File: src/rtl/cadence_meas.sv
// cadence_meas: synchronizes and debounces the raw pedal cadence sensor,
// counts filtered rising edges over a fixed power-of-two window, and flags
// the rider as stationary after a run of empty windows.
module cadence_meas #(
   parameter int DB_BITS   = 8,
   parameter int WIN_BITS  = 22,
   parameter int STALL_WIN = 3
) (
   input  logic       clk,
   input  logic       rst,
   input  logic       cadence_raw,
   output logic [4:0] cadence,
   output logic       not_pedaling,
   output logic       cadence_vld
);

   // zero_cnt must hold STALL_WIN; the increment gets one extra bit so it never wraps
   localparam int          ZW        = $clog2(STALL_WIN + 1);
   localparam logic [ZW:0] STALL_LIM = (ZW + 1)'(STALL_WIN);

   function automatic logic [4:0] sat31(input logic [5:0] v);
      return (v > 6'd31) ? 5'd31 : v[4:0];
   endfunction

   logic                sync1_q, sync1_d;
   logic                sync2_q, sync2_d;
   logic                filt_q, filt_d;
   logic                filt_dly_q, filt_dly_d;   // one-clock delay of filt for edge detect
   logic [DB_BITS-1:0]  db_cnt_q, db_cnt_d;
   logic [WIN_BITS-1:0] win_cnt_q, win_cnt_d;
   logic [4:0]          edge_cnt_q, edge_cnt_d;
   logic [ZW-1:0]       zero_cnt_q, zero_cnt_d;
   logic [4:0]          cadence_q, cadence_d;
   logic                not_ped_q, not_ped_d;
   logic                vld_q, vld_d;

   logic                rise;
   logic                win_end;
   logic [4:0]          cap;
   logic [ZW:0]         zero_inc;

   // Next-state logic: sync chain, debounce, edge counting, window capture and stall tracking
   always_comb begin
      sync1_d    = cadence_raw;
      sync2_d    = sync1_q;
      filt_d     = filt_q;
      filt_dly_d = filt_q;
      db_cnt_d   = db_cnt_q;
      win_cnt_d  = win_cnt_q + WIN_BITS'(1);
      edge_cnt_d = edge_cnt_q;
      zero_cnt_d = zero_cnt_q;
      cadence_d  = cadence_q;
      not_ped_d  = not_ped_q;
      vld_d      = 1'b0;

      rise     = filt_q & ~filt_dly_q;
      win_end  = &win_cnt_q;
      cap      = sat31({1'b0, edge_cnt_q} + {5'b0, rise});
      zero_inc = {1'b0, zero_cnt_q} + (ZW + 1)'(1);

      // A disagreement must persist for the full counter span; any agreement restarts it
      if (sync2_q == filt_q) begin
         db_cnt_d = '0;
      end else if (&db_cnt_q) begin
         filt_d   = sync2_q;
         db_cnt_d = '0;
      end else begin
         db_cnt_d = db_cnt_q + DB_BITS'(1);
      end

      if (win_end) begin
         // A rise on the closing clock belongs to the closing window (already in cap)
         edge_cnt_d = '0;
         cadence_d  = cap;
         vld_d      = 1'b1;
         if (cap == 5'd0) begin
            zero_cnt_d = (zero_inc >= STALL_LIM) ? STALL_LIM[ZW-1:0] : zero_inc[ZW-1:0];
            not_ped_d  = (zero_inc >= STALL_LIM);
         end else begin
            zero_cnt_d = '0;
            not_ped_d  = 1'b0;
         end
      end else begin
         edge_cnt_d = sat31({1'b0, edge_cnt_q} + {5'b0, rise});
      end
   end

   // State registers; reset treats the bike as stationary and discards any partial window
   always_ff @(posedge clk) begin
      if (rst) begin
         sync1_q    <= 1'b0;
         sync2_q    <= 1'b0;
         filt_q     <= 1'b0;
         filt_dly_q <= 1'b0;
         db_cnt_q   <= '0;
         win_cnt_q  <= '0;
         edge_cnt_q <= '0;
         zero_cnt_q <= '0;
         cadence_q  <= '0;
         not_ped_q  <= 1'b1;
         vld_q      <= 1'b0;
      end else begin
         sync1_q    <= sync1_d;
         sync2_q    <= sync2_d;
         filt_q     <= filt_d;
         filt_dly_q <= filt_dly_d;
         db_cnt_q   <= db_cnt_d;
         win_cnt_q  <= win_cnt_d;
         edge_cnt_q <= edge_cnt_d;
         zero_cnt_q <= zero_cnt_d;
         cadence_q  <= cadence_d;
         not_ped_q  <= not_ped_d;
         vld_q      <= vld_d;
      end
   end

   assign cadence      = cadence_q;
   assign not_pedaling = not_ped_q;
   assign cadence_vld  = vld_q;

endmodule

File: config.mk
export PLATFORM = sky130hd
export DESIGN_NAME = cadence_meas
export DESIGN_NICKNAME = d
export VERILOG_FILES = /design/src/rtl/cadence_meas.sv
export SDC_FILE = /design/constraint.sdc
export NUM_CORES = 1
export LEC_CHECK = 0
export CORE_ASPECT_RATIO = 1.1
export CORE_MARGIN = 5
export CORE_UTILIZATION = 44
export DETAILED_ROUTE_END_ITERATION = 10
export PLACE_DENSITY = 0.63
export SLEW_MARGIN = 0
export SYNTH_ARGS = -nofsm -noshare
export SYNTH_HDL_FRONTEND = slang
export SYNTH_SLANG_ARGS = --single-unit
File: constraint.sdc
create_clock -name clk -period 2.1 [get_ports clk]
set_clock_uncertainty 0.15 [all_clocks]
set_input_delay 0.42 -clock clk [delete_from_list [all_inputs] [get_ports clk]]
set_output_delay 0.42 -clock clk [all_outputs]
set_load 0.1 [all_outputs]
# Yosys cells after proc, flatten, opt, wreduce, memory -nomap -nowiden
# Index checks and enable logic that the tools add are counted.
[word_totals]
regBits = 48
latch_bits = 0
ram_bits = 0
mem_bits_ro = 0
in_bits = 3
out_inout_bits = 7
elab_cells = 32
mem_count = 0
[op_classes]
n_addsub = 4
n_mul = 0
div = 0
magnitude_cmp = 2
n_eq_ne = 1
n_shift = 0
mux = 5
bitwise = 3
reduce_logical = 6
[ops]
columns = ["op", "n"]
rows = [
  ["adder 22 x 1 -> 22 bit, second input constant", 1],
  ["AND reduction 22 bit", 1],
  ["AND reduction 9 bit", 1],
  ["adder 8 x 1 -> 8 bit, second input constant", 1],
  ["AND reduction 8 bit", 1],
  ["adder 5 x 1 -> 6 bit", 1],
  ["> comparator 6 x 5 -> 1 bit, second input constant", 1],
  ["zero test 5 bit", 1],
  ["2-to-1 mux 5 bit", 1],
  ["2-to-1 mux 2 bit", 2],
  ["adder 2 x 1 -> 3 bit, second input constant", 1],
  [">= comparator 3 x 2 -> 1 bit, second input constant", 1],
  ["OR reduction 3 bit", 1],
  ["2-to-1 mux 1 bit", 2],
  ["inverter 1 bit", 2],
  ["OR reduction 2 bit", 1],
  ["bitwise AND 1 bit", 1],
  ["== test 1 bit", 1],
]

# Longest topological paths before layout
# Gate-level depths: netlist of run 1.
[logic_depth]
depth_word = 7
ltp_mapped = 8
depth_no_buf = 7

# Least setup slack after synthesis of run 1
# OpenSTA, ideal clock, no wires.
[synth_path]
path_type = "register -> register"
startpoint = "reg filt_q (netlist: filt_dly_d)"
endpoint = "reg zero_cnt_q[1]"
setup_time_ps = 86
t_arrival_ps = 1713
required_time_ps = 1864
setup_slack_ps = 152
stages_incl_launch_ff = 8
n_path_buf = 0
period_less_slack_ps = 1948
path_cell_list = "dfxtp_1 nor2b_1 ha_1 ha_1 or4_1 a21oi_1 nor2_1 a211oi_1"
[synth_via]
elab_chain_len = 6
[synth_rtl]
columns = ["item", "line", "rtl"]
rows = [
  ["start, declared", "27", "logic filt_q, filt_d;"],
  ["start signal, assigned", "105", "filt_q <= filt_d;"],
  ["bitwise AND 1 bit (*)", "56", "rise = filt_q & ~filt_dly_q;"],
  ["adder 5 x 1 -> 6 bit (*)", "58", "cap = sat31({1'b0, edge_cnt_q} + {5'b0, rise});"],
  ["> comparator 6 x 5 -> 1 bit", "22", "return (v > 6'd31) ? 5'd31 : v[4:0];"],
  ["2-to-1 mux 5 bit (*)", "22", ""],
  ["zero test 5 bit (*)", "76", "if (cap == 5'd0) begin"],
  ["2-to-1 mux 2 bit (*)", "76", ""],
  ["end signal, assigned", "110", "zero_cnt_q <= zero_cnt_d;"],
  ["end, declared", "32", "logic [ZW-1:0] zero_cnt_q, zero_cnt_d;"],
]
# Mark *: on every way between the ends. The rest lies on a longest branch, timed or not.
# A chain may end at the register's enable or synchronous reset.

# Worst setup path after layout of run 1
# Same ends and word-level chain as after synthesis.

==> results of run 1 <==
==> kinds of logic (layout without fill, tap and decap cells) <==
kind of cell / count (synthesis) / count (layout) / synth area share (%)
simple gates: 117 / 117 / 30.1
compound gates: 22 / 22 / 6.79
xor+xnor: 22 / 22 / 9.51
buf+inv: 11 / 31 / 2.66
flops: 48 / 48 / 47.4
fa+ha+maj: 4 / 4 / 2.47
mux: 2 / 2 / 0.988
==> worst paths after layout <==
path                                               from                    endpoint  slack [ps]
worst max-delay path            filt_dly_d$_SDFFE_PP0P_  zero_cnt_q[1]$_SDFFE_PP0P_         150
worst max register to register  filt_dly_d$_SDFFE_PP0P_  zero_cnt_q[1]$_SDFFE_PP0P_         150
worst min-delay path                 sync1_q$_SDFF_PP0_          sync2_q$_SDFF_PP0_         310
worst min register to register       sync1_q$_SDFF_PP0_          sync2_q$_SDFF_PP0_         310
==> cell type report <==
type	instances	share of cell area [%]
multi-input cells	167	43.9
inverters	5	0.777
well taps	56	2.90
repair buffers	18	6.84
clock buffers	5	2.85
clock inverters	3	2.85
flip-flops and latches	48	39.8
==> repair_timing <==
| action | in CTS | in global routing |
|---|---|---|
| setup endpoints to repair | 3 | 7 |
| gates resized for setup | 1 | 10 |
| pin swaps | 0 | 1 |
==> report_power, final <==
group | internal [mW] | total, mW | switching (mW)
Clock | 0.479 | 0.803 | 0.323
Sequential | 0.917 | 0.922 | 0.00495
Combinational | 0.0188 | 0.0423 | 0.0235
Total | 1.41 | 1.77 | 0.352
==> sequential cells by signal, summed over array words and instances (netlist names) <==
name and flops:
db_cnt_q 8, filt_dly_q 1, sync1_q 1, win_cnt_q 22
filt_dly_d 1, not_pedaling 1, cadence 5, sync2_q 1
edge_cnt_q 5, zero_cnt_q 2, cadence_vld 1
==> through the flow <==
step | hold WS (ps) | cell area [um^2] | setup WS (ps)
final | 309 | 2410 | 146
after global routing | 322 | 2410 | 13.1
after CTS | 314 | 2370 | 22.1
after detailed placement | 300 | 2230 | 26.1
after global placement | 290 | 2230 | 86.7
after floorplan | 264 | 2030 | 152
==> routing by layer <==
layer / track usage, % / vias to the layer above / part of all wire [%]
met3: 3.34 / 6 / 2.4
met2: 23.6 / 10 / 48
met1: 17.6 / 735 / 48
met4: 4.80 / 0 / 1.7
li1: - / 811 / -
met5: 0 / - / 0
==> layout by cell type (no fill, tap or decap), drive strengths merged, types with 6 or more instances in the layout <==
| cell | instances |
|---|---|
| buf | 16 |
| xor2 | 15 |
| and3 | 6 |
| a21oi | 10 |
| xnor2 | 7 |
| or3 | 7 |
| dfxtp | 48 |
| nor3 | 6 |
| nand3 | 21 |
| nor2 | 38 |
| inv | 6 |
| nand2 | 18 |
==> flow_summary.rst, run 1 <==
.. list-table::
   :header-rows: 1

   * - Metric
     - Value
   * - Status
     - finished clean
   * - Area of the die
     - 0.00606 mm^2
   * - Unrepaired setup endpoints after global routing
     - no
   * - Sinks on Clock Net
     - 48
   * - Fmax
     - between 0.5 and 0.6 GHz
   * - Placed cells
     - 294
   * - Number of max-slew violations in the final report
     - 0
   * - Non-Filler Instances
     - slightly above 300
   * - H-tree Lvls
     - 2
   * - Final period demand of the worst path
     - 1950 ps
   * - Area of combinational cells with multiple inputs
     - about 0.0011 mm^2
   * - Sequential-to-total area share from yosys stat
     - 47.4%
   * - Most common flop cell mapped by yosys
     - dfxtp_1
   * - Via count
     - around 1600
   * - Library cell occupying the most area in the post-synthesis netlist
     - dfxtp_1
   * - Ranking of synthesized cells by area
     - dfxtp_1, nor2_1, xor2_1, nand3_1, nand2_1
   * - Routed WL
     - between 3000 and 4000 um
   * - Warnings, synthesis
     - 0
   * - Critical Path, Cell by Cell
     - nor2b_2 -> ha_2 -> ha_4 -> or4_4 -> a21oi_4 -> nor2_1 -> a211oi_2
   * - Die Height
     - ~81 um
   * - Root cell of the clock tree
     - clkbuf_8
   * - Power per unit of standard cell area
     - 732 mW/mm^2
   * - Wire length of the first global-routing pass
     - between 6000 and 7000 um
   * - Leading post-synthesis cells by instance count
     - dfxtp_1, nor2_1, nand2_1, nand3_1, xor2_1
   * - Vias per inst
     - 5.17
   * - Routed len/inst
     - roughly 12 um
   * - Period Utilization, post-route
     - roughly 93%
   * - Via count of the first global-routing pass
     - about 1500
   * - Data arrival time of the critical path
     - a little over 2000 ps
   * - Share of flip-flops with an asynchronous set or reset
     - 0%
   * - Syn_nets
     - between 200 and 250
   * - Peak fanout along the critical path
     - 4
   * - Slowest cell on the critical path
     - or4_4
   * - Post-synthesis sequential element count
     - 48
   * - Share of the synthesized area in the top cell type
     - a little under half
   * - Length in cells of the worst reg-to-reg path
     - 7
   * - Cells after synthesis
     - about 230
   * - Kind of path behind the tightest hold check
     - flip-flop to flip-flop
   * - Initial Utilization
     - roughly 44%
   * - Maximum buffer depth of the clock tree
     - 2
   * - Residual antenna-violating net count after detailed routing
     - 0
   * - # diodes
     - 0
   * - Port Buffers
     - 9
   * - Nets
     - between 200 and 300
   * - Family of cells with the greatest summed delay on the critical path
     - simple AND/OR/NAND/NOR gates
   * - Latest clock arrival within the worst-skew pair
     - 310 ps
   * - Number of different library cells in the post-synthesis netlist
     - 37
   * - Quantity of hold-fixing buffers added after cts
     - 0
   * - TritonCTS buffer count
     - 5
   * - Leak Pwr
     - between 0.8 and 0.9 nW
   * - Number of stages on the worst hold path
     - 1
   * - Total power after layout
     - between 1.5 and 2 mW
   * - Actual slew at the worst max-slew pin
     - roughly 580 ps
   * - Total routing usage reported by global routing
     - between 10% and 20%
   * - WP buf/inv
     - 0
   * - CTS tree
     - built
   * - Average instance area after synthesis
     - approximately 9.0 um^2
   * - Horizontal die dimension
     - roughly 75 um
   * - Final-layout setup total negative slack
     - 0 ps
   * - Critical path's largest stage delay
     - roughly 430 ps
   * - Count of standard-cell rows
     - 26
   * - Utilization after layout
     - a little over half
   * - Maximum number of pins on one net before global-route repair
     - 41
   * - Storage cell area
     - 962 um^2
   * - Number of detailed-routing iterations run before antenna repair
     - 4
   * - Slew headroom
     - about three fifths
   * - Number of fillers in the final layout
     - about 430
   * - Total grt overflow
     - 0
   * - Area growth syn-to-layout
     - 19.2%
   * - Final Hold Violating Endpoints
     - 0
   * - Startpoint type of the worst setup path
     - flip-flop
   * - Cell area after technology mapping
     - between 0.002 and 0.0025 mm^2
   * - Final estimated routing congestion in global placement
     - 0.760
   * - Setup crit end kind
     - flip-flop
   * - Required time of the worst setup path
     - about 2200 ps
   * - Crit path depth
     - 7
   * - Antenna violations before repair
     - 0
   * - First DRT Iteration DRCs
     - 31
   * - Area of the core region
     - ~0.0046 mm^2
   * - Max rail drop VDD
     - between 0.0006 and 0.0007 V
   * - MaxCap Viol Count
     - 0
   * - Most common cell in the synthesized netlist
     - dfxtp_1
   * - EDFF count, synth
     - 0
   * - Number of primary I/O pins
     - 10
   * - Post-CTS setup buffer count
     - 0
   * - Total of endpoints with negative setup slack in the final report
     - 0
   * - Post-DP HPWL
     - ~2500 um
   * - Clock Pin Slew Worst Setup and Hold Paths
     - 90 ps
   * - Post-detailed-route DRC marker count
     - 0
   * - Fraction of final layout cells with drive strength greater than 1
     - 18.7%
   * - Critical setup path kind
     - flip-flop to flip-flop
(Power assumes the default switching activity.)
==> run 2, diff against run 1 <==
- CAP_MARGIN: default -> 20
==> results of run 2 <==
No change in the layout: final DEF, timing and power equal those of run 1.
==> run 3, diff against run 2 <==
- CORE_ASPECT_RATIO: 1.1 -> default
==> run 3 against run 2 <==
Routed wire length decreased by 8.5%. Flip-flop and latch count stayed put. Critical path depth stayed put. Clock power decreased by 19%. Global-route usage is 1.7 points lower. Final area decreased by 2.8%. Core utilization up 0.15 points. Critical path type unchanged. Largest power group unchanged.
==> flow_summary.rst, run 3 (same netlist as run 1, synthesis figures left out) <==
.. list-table::
   :header-rows: 1

   * - Metric
     - Value
   * - Nets
     - 251 (was 252)
   * - Antenna violations before repair
     - 0 (unchanged)
   * - Number of fillers in the final layout
     - 410 (was 433)
   * - Horizontal die dimension
     - 77.9 um (was 74.7 um)
   * - Register containing the most flip-flops in the final layout
     - win_cnt_q (unchanged)
   * - H-tree Lvls
     - 2 (unchanged)
   * - WP buf/inv
     - 0 (unchanged)
   * - Setup crit end kind
     - flip-flop (unchanged)
   * - Die Height
     - 77.9 um (was 81.2 um)
   * - Final estimated routing congestion in global placement
     - 0.759 (was 0.760)
   * - Startpoint type of the worst setup path
     - flip-flop (unchanged)
   * - Leak Pwr
     - 0.842 nW (was 0.862 nW)
   * - Number of stages on the worst hold path
     - 1 (unchanged)
   * - Slowest cell on the critical path
     - or4_4 (unchanged)
   * - Sequential fraction of design power
     - 57.2% (was 52.2%)
   * - Comb power frac
     - 2.3% (was 2.4%)
   * - Root cell of the clock tree
     - clkbuf_8 (unchanged)
   * - Critical Path, Cell by Cell
     - nor2b_2 -> ha_2 -> ha_1 -> or4_4 -> a21oi_2 -> nor2_1 -> a211oi_1 (was nor2b_2 -> ha_2 -> ha_4 -> or4_4 -> a21oi_4 -> nor2_1 -> a211oi_2)
   * - TritonCTS buffer count
     - 5 (unchanged)
   * - Final design area excluding fillers
     - 0.00235 mm^2 (was 0.00241 mm^2)
   * - Actual slew at the worst max-slew pin
     - 498 ps (was 584 ps)
   * - Length in cells of the worst reg-to-reg path
     - 7 (unchanged)
   * - Hold Worst Slack
     - 295 ps (was 309 ps)
   * - Post-Place Cell Area
     - 0.00221 mm^2 (was 0.00223 mm^2)
   * - Final period demand of the worst path
     - 2020 ps (was 1950 ps)
   * - Fmax
     - 0.495 GHz (was 0.512 GHz)
   * - Critical setup path kind
     - flip-flop to flip-flop (unchanged)
   * - Clock Pin Slew Worst Setup and Hold Paths
     - 90 ps (about the same)
   * - Area of the core region
     - 0.00441 mm^2 (was 0.00455 mm^2)
   * - Status
     - finished clean (unchanged)
   * - Max rail drop VDD
     - 0.000462 V (was 0.000620 V)
   * - Number of detailed-routing iterations run before antenna repair
     - 4 (unchanged)
   * - Worst R2R Start
     - filt_dly_d$_SDFFE_PP0P_ (unchanged)
   * - Post-DP HPWL
     - 2360 um (was 2510 um)
   * - Wire length of the first global-routing pass
     - 6240 um (was 6670 um)
   * - Number of max-slew violations in the final report
     - 0 (unchanged)
   * - Endpoint with the worst hold slack
     - sync2_q$_SDFF_PP0_ (unchanged)
   * - Post-detailed-route DRC marker count
     - 0 (unchanged)
   * - Reg-to-reg setup timing slack
     - 80 ps (was 150 ps)
   * - Vias per inst
     - 5.07 (was 5.17)
   * - Beginning of the worst hold path
     - sync1_q$_SDFF_PP0_ (unchanged)
   * - Data arrival time of the critical path
     - 2080 ps (was 2040 ps)
   * - Via count of the first global-routing pass
     - 1453 (was 1486)
   * - Non-Filler Instances
     - 297 (was 302)
   * - Switching fraction of total power
     - 20.3% (was 19.9%)
   * - Required time of the worst setup path
     - 2160 ps (was 2190 ps)
   * - Count of standard-cell rows
     - 24 (was 26)
   * - Period Utilization, post-route
     - 96.1% (was 93.1%)
   * - Area of combinational cells with multiple inputs
     - 0.00103 mm^2 (was 0.00106 mm^2)
   * - Family of cells with the greatest summed delay on the critical path
     - simple AND/OR/NAND/NOR gates (unchanged)
   * - Number of primary I/O pins
     - 10 (unchanged)
   * - Most common cell after layout, fill and taps aside
     - dfxtp_1 (unchanged)
   * - Fraction of final layout cells with drive strength greater than 1
     - 17.1% (was 18.7%)
   * - Port Buffers
     - 9 (unchanged)
   * - P_int
     - 1.29 mW (was 1.41 mW)
   * - Placed cells
     - 289 (was 294)
   * - First DRT Iteration DRCs
     - 94 (was 31)
   * - Total grt overflow
     - 0 (unchanged)
   * - Area of the die
     - 0.00606 mm^2 (about the same)
   * - Storage cell area
     - 962 um^2 (unchanged)
   * - Total power after layout
     - 1.61 mW (was 1.77 mW)
   * - Final Hold Violating Endpoints
     - 0 (unchanged)
   * - Registers with the most flip-flops
     - win_cnt_q (22), db_cnt_q (8) (unchanged)
   * - Power per unit of standard cell area
     - 687 mW/mm^2 (was 732 mW/mm^2)
   * - Total routing usage reported by global routing
     - 12.4% (was 14.1%)
   * - Post-CTS setup buffer count
     - 0 (unchanged)
   * - Routed len/inst
     - 11.6 um (was 12.4 um)
   * - Slew headroom
     - 66.5% (was 60.8%)
   * - Maximum number of pins on one net before global-route repair
     - 41 (unchanged)
   * - # diodes
     - 0 (unchanged)
   * - Routed WL
     - 3440 um (was 3750 um)
   * - Initial Utilization
     - 45.9% (was 44.5%)
   * - Critical path's largest stage delay
     - 420 ps (was 430 ps)
   * - Endpoint of the worst-slack reg-to-reg timing path
     - zero_cnt_q[1]$_SDFFE_PP0P_ (unchanged)
   * - Area growth syn-to-layout
     - 15.9% (was 19.2%)
   * - Kind of path behind the tightest hold check
     - flip-flop to flip-flop (unchanged)
   * - Maximum buffer depth of the clock tree
     - 2 (unchanged)
   * - MaxCap Viol Count
     - 0 (unchanged)
   * - Residual antenna-violating net count after detailed routing
     - 0 (unchanged)
   * - Latest clock arrival within the worst-skew pair
     - 290 ps (was 310 ps)
   * - Total of endpoints with negative setup slack in the final report
     - 0 (unchanged)
   * - Max reg flops
     - 22 (unchanged)
   * - Clk pwr share
     - 40.5% (was 45.4%)
   * - Sinks on Clock Net
     - 48 (unchanged)
   * - Highest-count cells in the layout ignoring fill and taps
     - dfxtp_1, nor2_1, nand2_1, nand3_1, xor2_1 (unchanged)
   * - Peak fanout along the critical path
     - 4 (unchanged)
   * - Net switching power figure
     - 0.327 mW (was 0.352 mW)
   * - Via count
     - 1505 (was 1562)
   * - CTS tree
     - built (unchanged)
==> run 3: worst register-to-register path, stage by stage (launching register included) <==
cell and delay, ps:
dfxtp_2 340, nor2b_2 150, ha_2 170, ha_1 280
or4_4 420, a21oi_2 170, nor2_1 60, a211oi_1 200
==> run 3: timing repair <==
item	4_1_cts	5_1_grt
pin swaps	0	2
resized for setup	1	6
gates cloned	0	0
endpoints found under the setup margin	1	6
hold buffers	0	0
==> run 3: routing by layer <==
metal	part of all wire, %	routed length, um	vias up	global-route usage [%]
met5	0	0	-	0
met4	1.4	48	0	5.33
met3	2.4	81	5	3.47
met2	44	1510	9	19.3
met1	52	1800	684	16.0
li1	-	-	807	-
==> run 3: power groups by stage <==
stage | clock (mW) | combinational, mW | sequential (mW)
finish | 0.652 | 0.0370 | 0.922
global route | 0.719 | 0.0427 | 0.924
CTS | 0.676 | 0.0375 | 0.923
detailed placement | 0 | 0.0371 | 0.944
global placement | 0 | 0.0371 | 0.944
floorplan | 0 | 0.0218 | 0.944
==> run 3: how the worst max path moves through the flow <==
stage                                        from                         end  slack (ps)  cells past startpoint
after floorplan           filt_dly_d$_SDFFE_PP0P_  zero_cnt_q[1]$_SDFFE_PP0P_         150                      7
after global placement    filt_dly_d$_SDFFE_PP0P_  zero_cnt_q[1]$_SDFFE_PP0P_          70                      7
after detailed placement  filt_dly_d$_SDFFE_PP0P_  zero_cnt_q[1]$_SDFFE_PP0P_          20                      7
after CTS                 filt_dly_d$_SDFFE_PP0P_  zero_cnt_q[1]$_SDFFE_PP0P_          40                      7
after global routing      filt_dly_d$_SDFFE_PP0P_  zero_cnt_q[1]$_SDFFE_PP0P_          -7                      7
final                     filt_dly_d$_SDFFE_PP0P_  zero_cnt_q[1]$_SDFFE_PP0P_          80                      7
==> run 3: area by class of cell <==
type	instances	share of cell area [%]
inverter	5	0.800
sequential	48	41.0
clock buffer	5	2.93
timing repair buffer	17	6.72
multi-input combinational	167	44.0
tap	52	2.77
clock inverter	3	1.81
==> run 3: per-stage QoR <==
step	utilization, %	setup TNS, ps	worst slack [ps]
2_1_floorplan	-	0	152
3_3_place_gp	50.1	0	66.0
3_5_place_dp	50.1	0	24.8
4_1_cts	52.7	0	43.9
5_1_grt	53.2	-7.29	-7.29
6_report	53.2	0	81.5
